`src/rtl/delay_tap_pkg.sv`:
```
// delay_tap_pkg: shared types and widths for the delay-tap adjust controller.
package delay_tap_pkg;
    localparam int TAP_WIDTH      = 6;
    localparam logic [TAP_WIDTH-1:0] TAP_MAX = 6'd63;
    localparam int STEP_CNT_WIDTH = 7;
    localparam int SETTLE_WIDTH   = 4;

    typedef enum logic [2:0] {
        S_IDLE,
        S_LOAD,
        S_SETTLE,
        S_COMPARE,
        S_STEP,
        S_FINISH
    } state_e;
endpackage

```
`src/rtl/delay_tap_settle_cnt.sv`:
```
// delay_tap_settle_cnt: loadable down-counter with zero flag; holds at zero.
module delay_tap_settle_cnt
    import delay_tap_pkg::*;
(
    input  logic                    clk,
    input  logic                    rst,
    input  logic                    load,
    input  logic [SETTLE_WIDTH-1:0] load_val,
    output logic                    zero
);
    logic [SETTLE_WIDTH-1:0] cnt_q, cnt_d;

    always_comb begin
        zero  = cnt_q == '0;
        cnt_d = load ? load_val : zero ? cnt_q : cnt_q - 1'b1;
    end

    always_ff @(posedge clk or posedge rst)
        if (rst) cnt_q <= '0;
        else     cnt_q <= cnt_d;
endmodule

```
`src/rtl/delay_tap_ctrl.sv`:
```
// delay_tap_ctrl: walks a delay primitive's tap to a requested target with LOAD/ADJ pulses.
// Define DELAY_TAP_CTRL_STUCK_CHECK_EN to flag a step that leaves the tap unchanged.
module delay_tap_ctrl
    import delay_tap_pkg::*;
#(
    parameter int SETTLE_CYCLES = 2,
    parameter int MAX_STEPS     = 64
) (
    input  logic                 CLK_IN,
    input  logic                 RST,
    input  logic                 START,
    input  logic                 RELOAD,
    input  logic [TAP_WIDTH-1:0] TARGET_TAP,
    input  logic [TAP_WIDTH-1:0] DLY_TAP_VALUE,
    output logic                 DLY_LOAD,
    output logic                 DLY_ADJ,
    output logic                 DLY_INCDEC,
    output logic                 BUSY,
    output logic                 DONE,
    output logic                 ERROR
);
    state_e                    state_q, state_d;
    logic [TAP_WIDTH-1:0]      target_q, target_d;
    logic [STEP_CNT_WIDTH-1:0] step_cnt_q, step_cnt_d;
    logic                      incdec_q, incdec_d;
    logic                      error_q, error_d;
    logic                      accept, tap_hit, stuck, err_now;
    logic                      settle_load, settle_zero;

`ifdef DELAY_TAP_CTRL_STUCK_CHECK_EN
    logic [TAP_WIDTH-1:0] pre_tap_q, pre_tap_d;

    // Every COMPARE with a nonzero step count follows a STEP, so pre_tap_q is fresh.
    always_comb begin
        pre_tap_d = state_q == S_STEP ? DLY_TAP_VALUE : pre_tap_q;
        stuck     = step_cnt_q != '0 && DLY_TAP_VALUE == pre_tap_q;
    end

    always_ff @(posedge CLK_IN or posedge RST)
        if (RST) pre_tap_q <= '0;
        else     pre_tap_q <= pre_tap_d;
`else
    always_comb stuck = 1'b0;
`endif

    always_comb begin
        accept  = state_q == S_IDLE && START;
        tap_hit = DLY_TAP_VALUE == target_q;
        err_now = state_q == S_COMPARE && !tap_hit &&
                  (step_cnt_q == STEP_CNT_WIDTH'(MAX_STEPS) || stuck);
    end

    always_ff @(posedge CLK_IN or posedge RST)
        if (RST) state_q <= S_IDLE;
        else     state_q <= state_d;

    always_comb begin
        state_d = state_q;
        unique case (state_q)
            S_IDLE:    state_d = !START ? S_IDLE : RELOAD ? S_LOAD : S_COMPARE;
            S_LOAD:    state_d = S_SETTLE;
            S_STEP:    state_d = S_SETTLE;
            S_SETTLE:  state_d = settle_zero ? S_COMPARE : S_SETTLE;
            S_COMPARE: state_d = tap_hit ? S_FINISH : err_now ? S_IDLE : S_STEP;
            S_FINISH:  state_d = S_IDLE;
            default:   state_d = S_IDLE;
        endcase
    end

    always_comb begin
        DLY_LOAD   = state_q == S_LOAD;
        DLY_ADJ    = state_q == S_STEP;
        DLY_INCDEC = incdec_q;
        DONE       = state_q == S_FINISH;
        BUSY       = state_q != S_IDLE && state_q != S_FINISH && !err_now;
        ERROR      = error_q || err_now;
    end

    // Direction is latched in COMPARE so it stays put through STEP and SETTLE.
    always_comb begin
        target_d    = accept ? TARGET_TAP : target_q;
        step_cnt_d  = accept ? '0 : state_q == S_STEP ? step_cnt_q + 1'b1 : step_cnt_q;
        incdec_d    = state_q == S_COMPARE ? target_q > DLY_TAP_VALUE : incdec_q;
        error_d     = accept ? 1'b0 : err_now ? 1'b1 : error_q;
        settle_load = state_q == S_LOAD || state_q == S_STEP;
    end

    always_ff @(posedge CLK_IN or posedge RST)
        if (RST) begin
            target_q   <= '0;
            step_cnt_q <= '0;
            incdec_q   <= 1'b0;
            error_q    <= 1'b0;
        end else begin
            target_q   <= target_d;
            step_cnt_q <= step_cnt_d;
            incdec_q   <= incdec_d;
            error_q    <= error_d;
        end

    delay_tap_settle_cnt u_settle (
        .clk      (CLK_IN),
        .rst      (RST),
        .load     (settle_load),
        .load_val (SETTLE_WIDTH'(SETTLE_CYCLES - 1)),
        .zero     (settle_zero)
    );
endmodule

```
`config.mk`:
```
export PLATFORM = sky130hd
export DESIGN_NAME = delay_tap_ctrl
export DESIGN_NICKNAME = d
export VERILOG_FILES = /design/src/rtl/delay_tap_pkg.sv /design/src/rtl/delay_tap_settle_cnt.sv /design/src/rtl/delay_tap_ctrl.sv
export SDC_FILE = /design/constraint.sdc
export NUM_CORES = 1
export LEC_CHECK = 0
export BUFFER_PORTS_ARGS = -buffer_cell sky130_fd_sc_hd__buf_2
export CAP_MARGIN = 40
export CORE_AREA = 10 10 77 79
export DETAILED_ROUTE_END_ITERATION = 6
export DIE_AREA = 0 0 87 89
export PLACE_DENSITY_LB_ADDON = 0.1
export SLEW_MARGIN = 0
export SYNTH_ARGS = -nofsm -noshare
export SYNTH_HDL_FRONTEND = slang
export SYNTH_HIERARCHICAL = 1
export SYNTH_SLANG_ARGS = --single-unit
```
`constraint.sdc`:
```
create_clock -name CLK_IN -period 2.9 [get_ports CLK_IN]
set_input_delay 0.58 -clock CLK_IN [delete_from_list [all_inputs] [get_ports CLK_IN]]
set_output_delay 0.58 -clock CLK_IN [all_outputs]
set_load 0.02 [all_outputs]
```
==> results.json, run 1 <==
{
  "status": "finished clean",
  "first_global_vias": 1006,
  "end_kind": "output pin",
  "h-tree-depth": 1,
  "avgSynthCellArea_um2": 10.4,
  "period_minus_slack_ns": 2.62,
  "clockRootBuffer": "clkbuf_8",
  "setup_viol": 0,
  "vias_per_cell": 4.57,
  "antennaDiodeCount": 0,
  "syn-cell-area_mm2": 0.00130,
  "slew_viol_final": 0,
  "synth_area_leaders": "dfrtp_1, ha_1, mux2_2, inv_1, nand3_1",
  "maxCapViolCount": 0,
  "whs_ns": 0.200,
  "port_buffers": 21,
  "dr.pass1.iters": 2,
  "die_width_um": 87,
  "swShare_pct": 38.2,
  "intPower_mw": 0.787,
  "cpPeakStageDelay_ns": 0.37,
  "cts_setup_buffers": 0,
  "path_clk_slew_ns": 0.08,
  "dieArea_mm2": 0.00774,
  "worstSetupPathType": "in2out",
  "path_buf_inv": 3,
  "worstPathArrival_ns": 2.04,
  "hold_path_class": "in2async",
  "p_comb_share_pct": 41.5,
  "syn_to_final_growth_pct": 14.4,
  "required_ns": 2.32,
  "cts.path.max_buffers": 2,
  "drc_errors": 0,
  "die_h_um": 89,
  "slew_headroom_pct": 51.2,
  "critPathMaxFanout": 4,
  "routabilityCongestion": 0.793,
  "start_util_pct": 28.7,
  "ctsResizeCount": 0,
  "synth-main-ff-cell": "dfrtp_1",
  "fmax_ghz": 0.382,
  "seq_power_share_pct": 43.3,
  "p_switching_mw": 0.487,
  "wl_um": 2790,
  "track_usage_pct": 7.82,
  "synth_area_leader_cell": "dfrtp_1",
  "path_cells": "buf_2, inv_1, ha_1, and4_1, nand3_1, nor3b_1, or2_2, buf_2",
  "rsz0062_at_grt": "no",
  "ys_seq_area_share_pct": 42.2,
  "power_density_mw_per_mm2": 854,
  "tightest_slew_ns": 0.731,
  "async_flop_share_pct": 100,
  "core-area_mm2": 0.00454,
  "postSynthCellCount": 125,
  "cp_top_family": "simple AND/OR/NAND/NOR gates",
  "hold_violations": 0,
  "io_pins": 22,
  "cts_tree": "yes",
  "layout_worst_path_cycle_share_pct": 90.3,
  "cts_buffers": 3,
  "rows": 25,
  "detail_route.iter0.violations": 38,
  "drive_gt1_share_pct": 29.7,
  "yosys_warnings": 6,
  "synth_top_area_share_pct": 42.2,
  "p_clk_share_pct": 15.2,
  "antenna_found_initial": 0,
  "ctsHoldBuffers": 0,
  "worstSkewPairLatency_ns": 0.26,
  "ir_worst_vdd_mv": 0.390,
  "num_vias": 924,
  "synth_edf_count": 0,
  "leakage_nw": 0.733,
  "grt_overflow": 0,
  "ant_nets": 0,
  "post_drt_wl_per_cell_um": 13.8,
  "grt_max_degree": 19,
  "crit_top_cell": "buf_2",
  "tns_ns": 0,
  "clkSinkCount": 22,
  "ys_types": 39,
  "critPathSlowestCell": "nor3b_1",
  "hpwl_um": 2140,
  "skew_ns": 0.00162,
  "yosys_register_bits": 22,
  "synth_most_common_cell": "dfrtp_1",
  "synth_commonest_cells": "dfrtp_1, inv_1, ha_1",
  "start_kind": "input pin",
  "fin_nets": 175,
  "grt_pass1_wl_um": 4860
}
==> flip-flops by register name (all words and copies together) (netlist names) <==
name	flops
target_q	6
u_settle/cnt_q	4
state_q	3
step_cnt_q	7
error_q	1
DLY_INCDEC	1
==> placed cells by master, fill, tap and decap left out, types with 2 or more instances in the layout <==
master    netlist  layout
mux2_2          8       8
nand4_1         4       4
o31ai_2         2       2
a21oi_1         4       4
nand2_1         5       5
nand3b_1        2       2
nor3b_1         2       2
nor2_1          5       5
nor3_1          3       3
nand3_1         7       7
ha_1            9       9
dfrtp_1        22      22
or2_2           2       2
inv_1          13      13
o211ai_2        2       2
buf_2           0      22
clkbuf_8        0       3
o21ai_0         7       7
conb_1          2       4
nand2b_1        2       2
a21o_1          2       2
==> layer usage <==
| metal | GRT usage [%] | routed length [um] |
|---|---|---|
| met1 | 10.2 | 1360 |
| met2 | 12.1 | 1320 |
| met3 | 2.37 | 93 |
| met4 | 2.21 | 25 |
| met5 | 0 | 0 |
==> layout make-up <==
type                            instances  area [um2]
Timing Repair Buffer                   22         110
Tap cell                               54        67.6
Fill cell                             471        3040
Inverter                               14        65.1
Sequential cell                        22         551
Clock buffer                            3        41.3
Multi-Input combinational cell         87         657
==> cell families (layout without fill, tap and decap cells) <==
group           after synthesis  after routing  synth area share [%]
compound gates               23             23                  12.7
xor+xnor                      1              1                 0.672
fa+ha+maj                    10             10                  9.41
buf+inv                      18             39                  7.97
flops                        22             22                  42.2
mux                           9              9                  7.68
other cells                   2              4                 0.576
simple gates                 40             40                  18.8
==> path summary, 6_finish.rpt <==
check / startpoint / endpoint / slack [ns] / cells past startpoint
setup / recovery: DLY_TAP_VALUE[5] / ERROR / 0.28 / 8
hold / removal: RST / u_settle/cnt_q[3] / 0.20 / 2
setup reg to reg: state_q[0] / u_settle/cnt_q[3] / 1.02 / 5
hold reg to reg: error_q / error_q / 0.48 / 1
max in group asynchronous: RST / target_q[2] / 2.00 / 2
min in group CLK_IN: error_q / error_q / 0.48 / 1
==> metrics by stage <==
stage	cells	area (um2)	power, mW	worst slack, ns	utilization [%]
after floorplan	127	1310	0.978	0.572	-
after global placement	198	1450	1.08	0.304	31.9
after detailed placement	199	1450	1.10	0.270	32.0
after CTS	202	1490	1.30	0.261	32.9
after global routing	202	1490	1.41	0.127	32.9
final	202	1490	1.27	0.282	32.9
==> power groups by stage <==
stage	logic, mW	clock network [mW]	registers, mW
final	0.529	0.194	0.551
after global routing	0.628	0.213	0.573
after CTS	0.545	0.206	0.550
after detailed placement	0.539	0	0.557
after global placement	0.526	0	0.550
after floorplan	0.456	0	0.522
Note: power is estimated with default switching activity, not from simulation.
==> inputs of run 2 (changes only) <==
--- a/config.mk
+++ b/config.mk
@@ -7,9 +7,9 @@
 export LEC_CHECK = 0
 export BUFFER_PORTS_ARGS = -buffer_cell sky130_fd_sc_hd__buf_2
 export CAP_MARGIN = 40
-export CORE_AREA = 10 10 77 79
+export CORE_AREA = 10 10 69 71
 export DETAILED_ROUTE_END_ITERATION = 6
-export DIE_AREA = 0 0 87 89
+export DIE_AREA = 0 0 79 81
 export PLACE_DENSITY_LB_ADDON = 0.1
 export SLEW_MARGIN = 0
 export SYNTH_ARGS = -nofsm -noshare
==> run 2 against run 1 <==
  * Hold slack worse by 0.044 ns
  * First-iteration DRC count is 71% lower
  * Largest power group unchanged
  * Combinational power hardly changed
  * Worst setup slack better by 0.078 ns
  * Routed wire length is 9.7% lower
  * Non-clock buffer count is 1 higher
  * Die area is 17% lower
  * Total power is 5.1% lower
  * Via count is 2.7% higher
  * Flip-flop and latch count stayed put
  * Highest routed layer unchanged
  * Global-route usage is 0.42 points higher
  * Clock power is 31% lower
==> results.json, run 2 (synthesis results as in run 1) <==
{
  "status": "finished clean",
  "multi_input_area_um2": 657,
  "reg_top3": "step_cnt_q: 7 flops, target_q: 6 flops, u_settle/cnt_q: 4 flops",
  "layout_common_cells": "dfrtp_1, buf_2, inv_1",
  "path_clk_slew_ns": 0.12,
  "clockRootBuffer": "clkbuf_4",
  "power_mw": 1.21,
  "port_buffers": 21,
  "largest_reg_flops": 7,
  "worstPathArrival_ns": 1.96,
  "first_global_vias": 993,
  "power_density_mw_per_mm2": 821,
  "wl_met3_um": 112,
  "rows": 22,
  "worstSetupPathType": "reg2out",
  "ctsResizeCount": 0,
  "cts_tree": "yes",
  "rsz0062_at_grt": "no",
  "antennaDiodeCount": 0,
  "reg2reg_from": "state_q[1]",
  "setup_viol": 0,
  "slew_headroom_pct": 52.9,
  "grt_pass1_wl_um": 4310,
  "syn_to_final_growth_pct": 13.0,
  "post_drt_wl_per_cell_um": 12.8,
  "wl_met1_um": 1080,
  "hpwl_um": 2000,
  "maxCapViolCount": 0,
  "slew_viol_final": 0,
  "ant_nets": 0,
  "seqCellArea_um2": 551,
  "fmax_ghz": 0.394,
  "period_minus_slack_ns": 2.54,
  "layout_worst_path_cycle_share_pct": 87.6,
  "die_h_um": 81,
  "tightest_slew_ns": 0.706,
  "antenna_found_initial": 0,
  "tns_ns": 0,
  "hold_violations": 0,
  "wl_met2_um": 1310,
  "ff2ff_path_depth": 5,
  "detail_route.iter0.violations": 11,
  "skew_ns": 0.0109,
  "num_vias": 949,
  "nFillCells": 382,
  "start_kind": "flop",
  "cts.path.max_buffers": 2,
  "fin_nets": 176,
  "hold_path_class": "in2async",
  "dr.pass1.iters": 4,
  "dieArea_mm2": 0.00640,
  "leakage_nw": 0.731,
  "crit_start": "target_q[5]",
  "worstSkewPairLatency_ns": 0.30,
  "highest_layer": "met4",
  "cts_setup_buffers": 0,
  "routabilityCongestion": 0.761,
  "clkSinkCount": 22,
  "start_util_pct": 37.0,
  "drc_errors": 0,
  "vias_per_cell": 4.82,
  "grt_overflow": 0,
  "end_kind": "output pin",
  "die_width_um": 79,
  "drive_gt1_share_pct": 30.2,
  "io_pins": 22,
  "ctsHoldBuffers": 0,
  "track_usage_pct": 8.24,
  "top_register": "step_cnt_q",
  "critPathMaxFanout": 3,
  "grt_max_degree": 19,
  "required_ns": 2.32,
  "wl_um": 2520,
  "ir_worst_vdd_mv": 0.320,
  "core-area_mm2": 0.00352,
  "h-tree-depth": 1,
  "cts_buffers": 3
}
[run 2: cell types whose count changed in the layout (fill, tap and decap cells not counted), sizes merged]
cell  previous run  this run
buf             22        23
[run 2: critical path, stage by stage (launching register included)]
cell and delay (ns):
dfrtp_1 0.41, ha_1 0.31, and4_1 0.21, nand3_1 0.12
nor3b_1 0.17, or2_2 0.27, buf_2 0.16
[run 2: final timing paths]
path                            slack, ns           endpoint
worst max register to register       0.97  u_settle/cnt_q[3]
worst max-delay path                 0.36              ERROR
min in group CLK_IN                  0.49            error_q
worst min register to register       0.49            error_q
max in group asynchronous            2.07         DLY_INCDEC
worst min-delay path                 0.16  u_settle/cnt_q[1]
[run 2: area by class of cell]
cell class                      count  share of cell area (%)
Multi-Input combinational cell     87                    44.6
Sequential cell                    22                    37.4
Timing Repair Buffer               23                    7.99
Inverter                           14                    4.42
Tap cell                           48                    4.08
Clock buffer                        3                    1.53
[run 2: report_power, final]
| part | switching, mW | internal, mW |
|---|---|---|
| Combinational | 0.262 | 0.267 |
| Sequential | 0.119 | 0.426 |
| Clock | 0.0861 | 0.0484 |
[run 2: metal layers]
layer | vias to the layer above | track usage [%]
met5 | - | 0
met4 | 0 | 2.15
met3 | 2 | 3.31
met2 | 12 | 15.3
met1 | 452 | 8.40
li1 | 483 | -
[run 2: stage by stage]
stage	worst slack (ns)	std cells	hold slack, ns	utilization, %	instance area [um2]
finish	0.359	197	0.156	41.8	1470
global route	0.222	197	0.137	41.8	1470
CTS	0.337	197	0.143	41.8	1470
detailed placement	0.399	194	0.466	41.2	1450
global placement	0.416	193	0.464	41.0	1450
floorplan	0.572	127	0.346	-	1310
